### config.mk
export PLATFORM = sky130hd
export DESIGN_NAME = step_clock_ctrl
export DESIGN_NICKNAME = d
export VERILOG_FILES = /design/src/rtl/step_clock_ctrl_pkg.sv /design/src/rtl/step_clock_ctrl_btn_debounce_ch.sv /design/src/rtl/step_clock_ctrl.sv
export SDC_FILE = /design/constraint.sdc
export NUM_CORES = 1
export LEC_CHECK = 0
export CAP_MARGIN = 20
export CORE_MARGIN = 2
export CORE_UTILIZATION = 50
export DETAILED_ROUTE_END_ITERATION = 16
export PLACE_DENSITY = 0.75
export SYNTH_ARGS = -nofsm -noshare
export SYNTH_HDL_FRONTEND = slang
export SYNTH_SLANG_ARGS = --single-unit
export TNS_END_PERCENT = 1
### constraint.sdc
create_clock -name clock -period 2.8 [get_ports clock]
set_input_delay 0.56 -clock clock [delete_from_list [all_inputs] [get_ports clock]]
set_output_delay 0.56 -clock clock [all_outputs]
set_load 0.005 [all_outputs]
### src/rtl/step_clock_ctrl_pkg.sv
// Shared encodings for the step-clock controller: operating modes and step FSM states.
package step_clock_ctrl_pkg;

  typedef enum logic [1:0] {
    MODE_SINGLE = 2'b00,
    MODE_RUN    = 2'b01,
    MODE_BURST  = 2'b10,
    MODE_HOLD   = 2'b11
  } mode_e;

  typedef enum logic [1:0] {
    ST_IDLE = 2'b00,
    ST_HIGH = 2'b01,
    ST_LOW  = 2'b10
  } step_state_e;

endpackage

### src/rtl/step_clock_ctrl_btn_debounce_ch.sv
// One push-button channel: 2-flop synchroniser, tick-paced stability counter,
// debounced level and a one-clock rising-edge pulse that trails the level by a clock.
module btn_debounce_ch
  import step_clock_ctrl_pkg::*;
#(
  parameter int STABLE_TICKS = 4
) (
  input  logic clock,
  input  logic rst,
  input  logic tick,
  input  logic btn_raw,
  output logic level,
  output logic rise
);

  localparam int CW = $clog2(STABLE_TICKS + 1);
  localparam logic [CW-1:0] STABLE_C = CW'(STABLE_TICKS);

  logic          sync1_q, sync2_q;
  logic [CW-1:0] cnt_q, cnt_d;
  logic          level_q, level_d;
  logic          level_prev_q;
  logic          rise_q, rise_d;

  always_comb begin
    cnt_d   = cnt_q;
    level_d = level_q;
    if (tick) begin
      if (sync2_q != level_q) begin
        if (cnt_q + CW'(1) == STABLE_C) begin
          level_d = ~level_q;
          cnt_d   = '0;
        end else begin
          cnt_d = cnt_q + CW'(1);
        end
      end else begin
        cnt_d = '0;
      end
    end
    rise_d = level_q & ~level_prev_q;
  end

  always_ff @(posedge clock or posedge rst) begin
    if (rst) begin
      sync1_q      <= 1'b0;
      sync2_q      <= 1'b0;
      cnt_q        <= '0;
      level_q      <= 1'b0;
      level_prev_q <= 1'b0;
      rise_q       <= 1'b0;
    end else begin
      sync1_q      <= btn_raw;
      sync2_q      <= sync1_q;
      cnt_q        <= cnt_d;
      level_q      <= level_d;
      level_prev_q <= level_q;
      rise_q       <= rise_d;
    end
  end

  assign level = level_q;
  assign rise  = rise_q;

endmodule

### src/rtl/step_clock_ctrl.sv
// Step-clock generator for a single-stepped CPU: debounced buttons drive a
// tick-paced IDLE/HIGH/LOW sequencer in single, run, burst or hold mode.
module step_clock_ctrl
  import step_clock_ctrl_pkg::*;
#(
  parameter int NBTN         = 4,
  parameter int PRESCALE_W   = 19,
  parameter int STABLE_TICKS = 4,
  parameter int STEP_W       = 16
) (
  input  logic              clock,
  input  logic              rst,
  input  logic [NBTN-1:0]   btn,
  input  logic [1:0]        mode,
  input  logic [STEP_W-1:0] burst_len,
  output logic [NBTN-1:0]   btn_level,
  output logic [NBTN-1:0]   btn_rise,
  output logic              cpu_clk,
  output logic [STEP_W-1:0] step_count,
  output logic              busy
);

  logic [PRESCALE_W-1:0] pre_q, pre_d;
  logic                  tick;
  step_state_e           state_q, state_d;
  logic                  pending_q, pending_d;
  logic [STEP_W-1:0]     remaining_q, remaining_d;
  logic [STEP_W-1:0]     step_count_q, step_count_d;
  logic [1:0]            mode_q;
  logic                  mode_chg, more, start;

  assign pre_d = pre_q + PRESCALE_W'(1);
  assign tick  = (pre_q == '0);

  for (genvar i = 0; i < NBTN; i++) begin : g_ch
    btn_debounce_ch #(.STABLE_TICKS(STABLE_TICKS)) u_ch (
      .clock   (clock),
      .rst     (rst),
      .tick    (tick),
      .btn_raw (btn[i]),
      .level   (btn_level[i]),
      .rise    (btn_rise[i])
    );
  end

  always_comb begin
    state_d      = state_q;
    pending_d    = pending_q;
    remaining_d  = remaining_q;
    step_count_d = step_count_q;
    start        = 1'b0;
    mode_chg     = (mode != mode_q);
    // A mode change abandons queued work; a step already in HIGH still finishes.
    if (mode_chg) begin
      pending_d   = 1'b0;
      remaining_d = '0;
    end
    more = (mode != MODE_HOLD) &&
           ((mode == MODE_RUN) || pending_d || (remaining_d != '0));
    if (tick) begin
      case (state_q)
        ST_IDLE: begin
          if (more) begin
            state_d = ST_HIGH;
            start   = 1'b1;
          end
        end
        ST_HIGH: begin
          state_d      = ST_LOW;
          step_count_d = step_count_q + STEP_W'(1);
        end
        ST_LOW: begin
          if (more) begin
            state_d = ST_HIGH;
            start   = 1'b1;
          end else begin
            state_d = ST_IDLE;
          end
        end
        default: state_d = ST_IDLE;
      endcase
    end
    if (start) begin
      if (remaining_d != '0) remaining_d = remaining_d - STEP_W'(1);
      else                   pending_d   = 1'b0;
    end
    if (!mode_chg && btn_rise[0] && !busy) begin
      if (mode == MODE_SINGLE)     pending_d   = 1'b1;
      else if (mode == MODE_BURST) remaining_d = burst_len;
    end
  end

  always_ff @(posedge clock or posedge rst) begin
    if (rst) begin
      pre_q        <= '0;
      state_q      <= ST_IDLE;
      pending_q    <= 1'b0;
      remaining_q  <= '0;
      step_count_q <= '0;
      mode_q       <= MODE_SINGLE;
    end else begin
      pre_q        <= pre_d;
      state_q      <= state_d;
      pending_q    <= pending_d;
      remaining_q  <= remaining_d;
      step_count_q <= step_count_d;
      mode_q       <= mode;
    end
  end

  assign cpu_clk    = (state_q == ST_HIGH);
  assign step_count = step_count_q;
  assign busy       = (state_q != ST_IDLE) || pending_q || (remaining_q != '0);

endmodule

==> summary.md, run 1 <==
| Metric | Value |
|---|---|
| Max_cap viols | `0` |
| Static Leak | `2.485 nW` |
| Vias in the first global route | `between 3000 and 4000` |
| Outcome | `finished clean` |
| Top-area cell type share of the netlist area | `approximately 50%` |
| Final Cycle Share | `94.35%` |
| CP Capture Type | `output port` |
| CTS clk-pin slew, worst paths | `90 ps` |
| Gr usage total | `21.02%` |
| Post-Syn Nets | `roughly 450` |
| Mapped Area | `0.004274 mm²` |
| Setup Crit Path Kind | `register to output port` |
| Starting DRC count in detailed routing | `184` |
| Die area | `0.009304 mm²` |
| Pins Over Slew Limit | `0` |
| Core footprint | `a little over 0.008 mm²` |
| Worst setup SP type | `register` |
| Area growth, synth to finish | `23.13%` |
| Gpl congestion | `~0.94` |
| Clk Latency, worst-skew pair | `350 ps` |
| DRT Pass-1 Iters | `4` |
| Worst-margin pin slew | `about 500 ps` |
| CTS Buf Count | `9` |
| Final setup violation count | `0` |
| CP delay by family, top | `simple AND/OR/NAND/NOR gates` |
| FFs w/ async S/R, synth | `100.0%` |
| DP HPWL | `6.395 mm` |
| CTS root buffer | `clkbuf_8` |
| I/O Pins | `50` |
| Synth cell types | `between 40 and 50` |
| Clk sink count | `88` |
| Final total power | `0.002452 W` |
| Die X | `around 96 µm` |
| PwrDens | `between 400 and 500 mW/mm²` |
| Area leader, netlist | `dfrtp_1` |
| Prevailing post-synth register cell | `dfrtp_1` |
| Clk_skew | `slightly above 8 ps` |
| Crit-path max FO | `3` |
| Routed wire length | `9.006 mm` |
| Final Critical Period | `2642 ps` |
| Dominant cell by count in the synthesized netlist | `dfrtp_1` |
| Antenna cells | `0` |
| First-pass GRT wire length | `14.97 mm` |
| Critical Path RT | `2240 ps` |
| Final hold vios | `0` |
| Top cells by count, synth | `dfrtp_1, nand2_1, nor2_1, xnor2_1, nand3_1` |
| Vias | `3265` |
| GRT overflow | `0` |
| CTS tree | `yes` |
| Worst path max stage delay | `550 ps` |
| Residual DRC | `0` |
| Synth Instances | `410` |
| Clock Path Buffers | `2` |
| Vias/cell | `5.543` |
| Worst rel slew slack | `67.11%` |
| # rows | `33` |
| Dominant cells by area after synthesis | `dfrtp_1, xnor2_1, xor2_1` |
| Pin count of the biggest net entering global routing | `89` |
| Multi-input logic area | `0.001948 mm²` |
| Seq/Total Area, Yosys | `51.52%` |
| Initial antenna violation count | `0` |
| Peak supply drop | `between 0.2 and 0.25 mV` |
| Fill count | `688` |
| Final ANT Viol Nets | `0` |
| Post-synth EDFFs | `0` |
| WP buf/inv | `1` |
| Crit-path cells | `or4_4 -> or4_4 -> nor2_4 -> nand2_1 -> buf_2` |
| Yosys warning count | `0` |
| HP Class | `register to register` |
| Syn Area/Cell | `10.42 µm²` |
| Post-synthesis register bit count | `88` |
| Share of post-route cells with drive strength above 1 | `13.43%` |
| Port bufs | `49` |
| Highest Clock Rate | `378.5 MHz` |
| Nets@finish | `516` |
| Crit path DAT | `2080 ps` |
| Most frequent CP cell | `or4_4` |
| # placed instances | `571` |
| R2R setup slack | `230 ps` |
| Die H | `96.46 µm` |
| Initial Utilization | `between 50% and 60%` |
| Slowest cell on the critical path | `or4_4` |
| FF/Latch Area | `0.002202 mm²` |
| Routed len/inst | `15.29 µm` |
| Final std cells w/o fill | `589` |
| H-tree levels | `3` |
cell families after synthesis:
| group | share of synthesized area, % |
|---|---|
| fa+ha+maj | 3.513 |
| compound gates | 7.465 |
| xor+xnor | 10.25 |
| buf+inv | 3.220 |
| simple gates | 22.45 |
| mux | 1.581 |
| flops | 51.52 |
final timing paths:
| kind | startpoint | endpoint | cells past startpoint |
|---|---|---|---|
| min in group asynchronous | rst | step_count[14] | 3 |
| worst max-delay path | remaining_q[2] | busy | 5 |
| worst min-delay path | g_ch[1].u_ch.sync1_q | g_ch[1].u_ch.sync2_q | 0 |
| worst max register to register | remaining_q[2] | remaining_q[1] | 7 |
| worst min register to register | g_ch[1].u_ch.sync1_q | g_ch[1].u_ch.sync2_q | 0 |
| max in group asynchronous | rst | pre_q[7] | 3 |
registers in the layout (all words and copies together), names as in the netlist:
| register | cells |
|---|---|
| pending_q | 1 |
| g_ch.u_ch.level | 4 |
| g_ch.u_ch.sync2_q | 4 |
| pre_q | 19 |
| g_ch.u_ch.level_prev_q | 4 |
| step_count | 16 |
| g_ch.u_ch.rise | 4 |
| remaining_q | 16 |
| g_ch.u_ch.sync1_q | 4 |
| g_ch.u_ch.cnt_q | 12 |
| mode_q | 2 |
| state_q | 2 |
worst reg2reg max path, stage by stage, from the launching register on:
cell and delay, ps:
dfrtp_1 400, or4_4 550, or4_4 450, buf_4 160, or3_4 400, or2_4 300, nor2_1 150, a21oi_1 50
where the power goes:
group	internal (W)	switching, W
combinational	0.0000563	0.0000600
clock	0.000594	0.000461
sequential	0.00128	0.00000396
total	0.00193	0.000525
per-layer routing:
metal	global-route usage, %	up-vias	wire length, µm
li1	-	1568	-
met1	28.67	1575	4204
met2	33.33	107	4127
met3	4.189	15	513
met4	7.981	0	161
met5	0	-	0
per-stage QoR:
stage	worst slack (ps)	setup TNS (ps)	hold WS [ps]	utilization (%)	instance area (µm²)
floorplan	130.8	0	331.2	-	4278
global placement	-55.78	-189.8	333.2	60.45	4992
detailed placement	-152.3	-1132	335.8	60.45	4992
CTS	44.79	0	357.7	63.65	5256
global route	-12.38	-12.38	371.6	63.73	5263
finish	158.3	0	353.4	63.73	5263
layout by cell type (no fill, tap or decap), types with 6 or more instances in the layout:
cell type and n:
dfrtp_1 88, nand2_1 48, clkdlybuf4s50_1 48, nor2_1 29
xnor2_1 29, buf_4 28, nand3_1 27, xor2_1 21
o21ai_0 20, ha_1 12, nor3_1 11, nand4_1 11
clkbuf_8 9, nor4_1 8, nor2b_1 7, a21o_1 7
and3_1 6, mux2_2 6
final cells by class:
cell class	instances	area share, %
Clock buffer	9	2.354
Clock inverter	6	2.187
Inverter	6	0.4993
Multi-Input combinational cell	297	37.02
Sequential cell	88	41.84
Tap cell	105	2.496
Timing Repair Buffer	78	13.60
what timing repair did:
| item | CTS | global route |
|---|---|---|
| hold endpoints to repair | 0 | 0 |
| setup buffers | 3 | 0 |
| gates resized for setup | 6 | 1 |
| pin swaps | 1 | 1 |
| setup endpoints to repair | 1 | 5 |
| hold buffers | 0 | 0 |
(Power assumes the default switching activity.)
==> inputs of run 2 (changes only) <==
CORE_UTILIZATION = 55   (was 50)
HOLD_SLACK_MARGIN = 0.05   (was unset)
PLACE_DENSITY = 0.79   (was 0.75)
clock period = 2.7 ns   (was 2.8 ns; I/O delays follow)
==> summary.md, run 2 (same netlist as run 1, synthesis figures left out) <==
| Metric | Value |
|---|---|
| Routed len/inst | `14.80 µm (-3.2%)` |
| Area post-placement | `0.005026 mm² (+0.68%)` |
| Worst-margin pin slew | `671.6 ps (+182.7 ps)` |
| Gr usage total | `21.89% (+0.87 points)` |
| Area growth, synth to finish | `24.50%` |
| CTS tree | `yes` |
| Nets@finish | `522 (+1.2%)` |
| Antenna cells | `0 (unchanged)` |
| Port bufs | `49 (unchanged)` |
| Largest reg by FF count | `pre_q` |
| Crit-path max FO | `12 (+9)` |
| Finished Core Util | `69.95% (+6.2 points)` |
| Pins Over Slew Limit | `0 (unchanged)` |
| First-pass GRT wire length | `14.55 mm (-2.8%)` |
| Unrepaired setup endpoints after global routing | `false` |
| Pin count of the biggest net entering global routing | `33 (-63%)` |
| Most frequent cells in the layout | `dfrtp_1, nand2_1, clkdlybuf4s50_1` |
| Die X | `92.16 µm (-4.5%)` |
| Max_cap viols | `0 (unchanged)` |
| Commonest non-fill, non-tap cell in the layout | `dfrtp_1` |
| Starting DRC count in detailed routing | `174 (-5.4%)` |
| CTS clk-pin slew, worst paths | `90 ps (about the same)` |
| Vias/cell | `5.447 (-1.7%)` |
| # rows | `32 (-3.0%)` |
| Clk sink count | `88 (unchanged)` |
| Routed wire length | `8.776 mm (-2.6%)` |
| Residual DRC | `0 (unchanged)` |
| Worst rel slew slack | `55.13% (-12 points)` |
| Max reg flops | `19 (unchanged)` |
| PwrDens | `465.1 mW/mm² (-0.19%)` |
| Fill count | `590 (-14%)` |
| Worst setup SP type | `register` |
| Final setup violation count | `0 (unchanged)` |
| Final total power | `0.002475 W (+0.92%)` |
| Gpl congestion | `0.8843 (-5.8%)` |
| Clk_skew | `12.36 ps (+4.251 ps)` |
| CTS root buffer | `clkbuf_8` |
| Peak supply drop | `0.2626 mV (+12%)` |
| Final Cycle Share | `between 90 and 100%` |
| Multi-input logic area | `0.001979 mm² (+1.6%)` |
| Core footprint | `0.007607 mm² (-7.9%)` |
| Share of post-route cells with drive strength above 1 | `16.09% (+2.7 points)` |
| Final ANT Viol Nets | `0 (unchanged)` |
| DP HPWL | `6.355 mm (-0.63%)` |
| Vias in the first global route | `3034 (-4.4%)` |
| Critical Path RT | `2990 ps (+750 ps)` |
| Outcome | `finished clean` |
| FF/Latch Area | `0.002202 mm² (unchanged)` |
| GRT overflow | `0 (unchanged)` |
| HP Class | `register to register` |
| Final hold vios | `0 (unchanged)` |
| Crit path DAT | `2910 ps (+830 ps)` |
| Initial antenna violation count | `0 (unchanged)` |
| H-tree levels | `3 (unchanged)` |
| Final Critical Period | `approximately 2600 ps` |
| Pre-CTS setup slack | `-282.6 ps (-130.2 ps)` |
| DRT Pass-1 Iters | `7 (+3)` |
| Highest Clock Rate | `382.7 MHz` |
| CTS Buf Count | `9 (unchanged)` |
| CP Capture Type | `register` |
| Static Leak | `2.519 nW (+1.4%)` |
| I/O Pins | `50 (unchanged)` |
| Die H | `92.16 µm (-4.5%)` |
| Final setup margin | `86.96 ps (-71.37 ps)` |
| Vias | `3230 (-1.1%)` |
| Final instance area | `0.005321 mm² (+1.1%)` |
| Clock Path Buffers | `2 (unchanged)` |
| Clk Latency, worst-skew pair | `350 ps (about the same)` |
| Initial Utilization | `56.18% (+4.4 points)` |
| Die area | `0.008493 mm² (-8.7%)` |
| Setup Crit Path Kind | `register to register` |
-- run 2: changes by cell type in the layout (fill, tap and decap cells not counted), sizes merged --
| cell | change |
|---|---|
| buf | +6 |
| clkinv | +1 |
| inv | +1 |
| bufinv | -1 |
-- run 2: final cells by class --
class	count	share of cell area [%]
well taps	102	2.398
multi-input cells	297	37.20
repair buffers	84	14.30
flip-flops and latches	88	41.38
inverters	6	0.4938
clock inverters	7	1.905
clock buffers	9	2.328
-- run 2: through the flow --
step,instances,setup TNS (ps),hold slack [ps]
after floorplan,410,0,331.2
after global placement,573,-1449,333.1
after detailed placement,573,-2125,337.3
after CTS,591,0,358.6
after global routing,593,0,364.1
final,593,0,356.5
-- run 2: worst max-delay path: stages (launching register included) --
cell and delay (ps):
dfrtp_1 390, or4_4 550, or4_4 450, buf_4 150
or3_4 380, or2_4 320, o211ai_1 140, o21a_1 160
-- run 2: layer usage --
layer | global-route usage [%] | up-vias | part of all wire (%)
met2 | 33.88 | 86 | 46
met1 | 30.99 | 1543 | 48
met5 | 0 | - | 0
li1 | - | 1593 | -
met4 | 5.970 | 0 | 0.97
met3 | 5.423 | 8 | 5.4
-- run 2: path summary, 6_finish.rpt --
check / slack, ps / cells after the start / from / end
worst max-delay path: 90 / 7 / remaining_q[5] / remaining_q[9]
worst min-delay path: 360 / 0 / g_ch[2].u_ch.sync1_q / g_ch[2].u_ch.sync2_q
worst max register to register: 90 / 7 / remaining_q[5] / remaining_q[9]
worst min register to register: 360 / 0 / g_ch[2].u_ch.sync1_q / g_ch[2].u_ch.sync2_q
max in group asynchronous: 1450 / 3 / rst / pending_q
min in group asynchronous: 630 / 2 / rst / remaining_q[6]
-- run 2: timing repair --
| action | CTS | global route |
|---|---|---|
| gates resized for setup | 6 | 8 |
| buffers inserted | 2 | 2 |
| hold buffers | 0 | 0 |
| setup endpoints to repair | 1 | 27 |
| pin swaps | 3 | 4 |
-- run 2: where the power goes --
part | internal, W | switching, W | leakage, nW
clock network | 0.000533 | 0.000486 | 0.112
logic | 0.0000624 | 0.0000646 | 1.22
registers | 0.00132 | 0.00000461 | 1.18
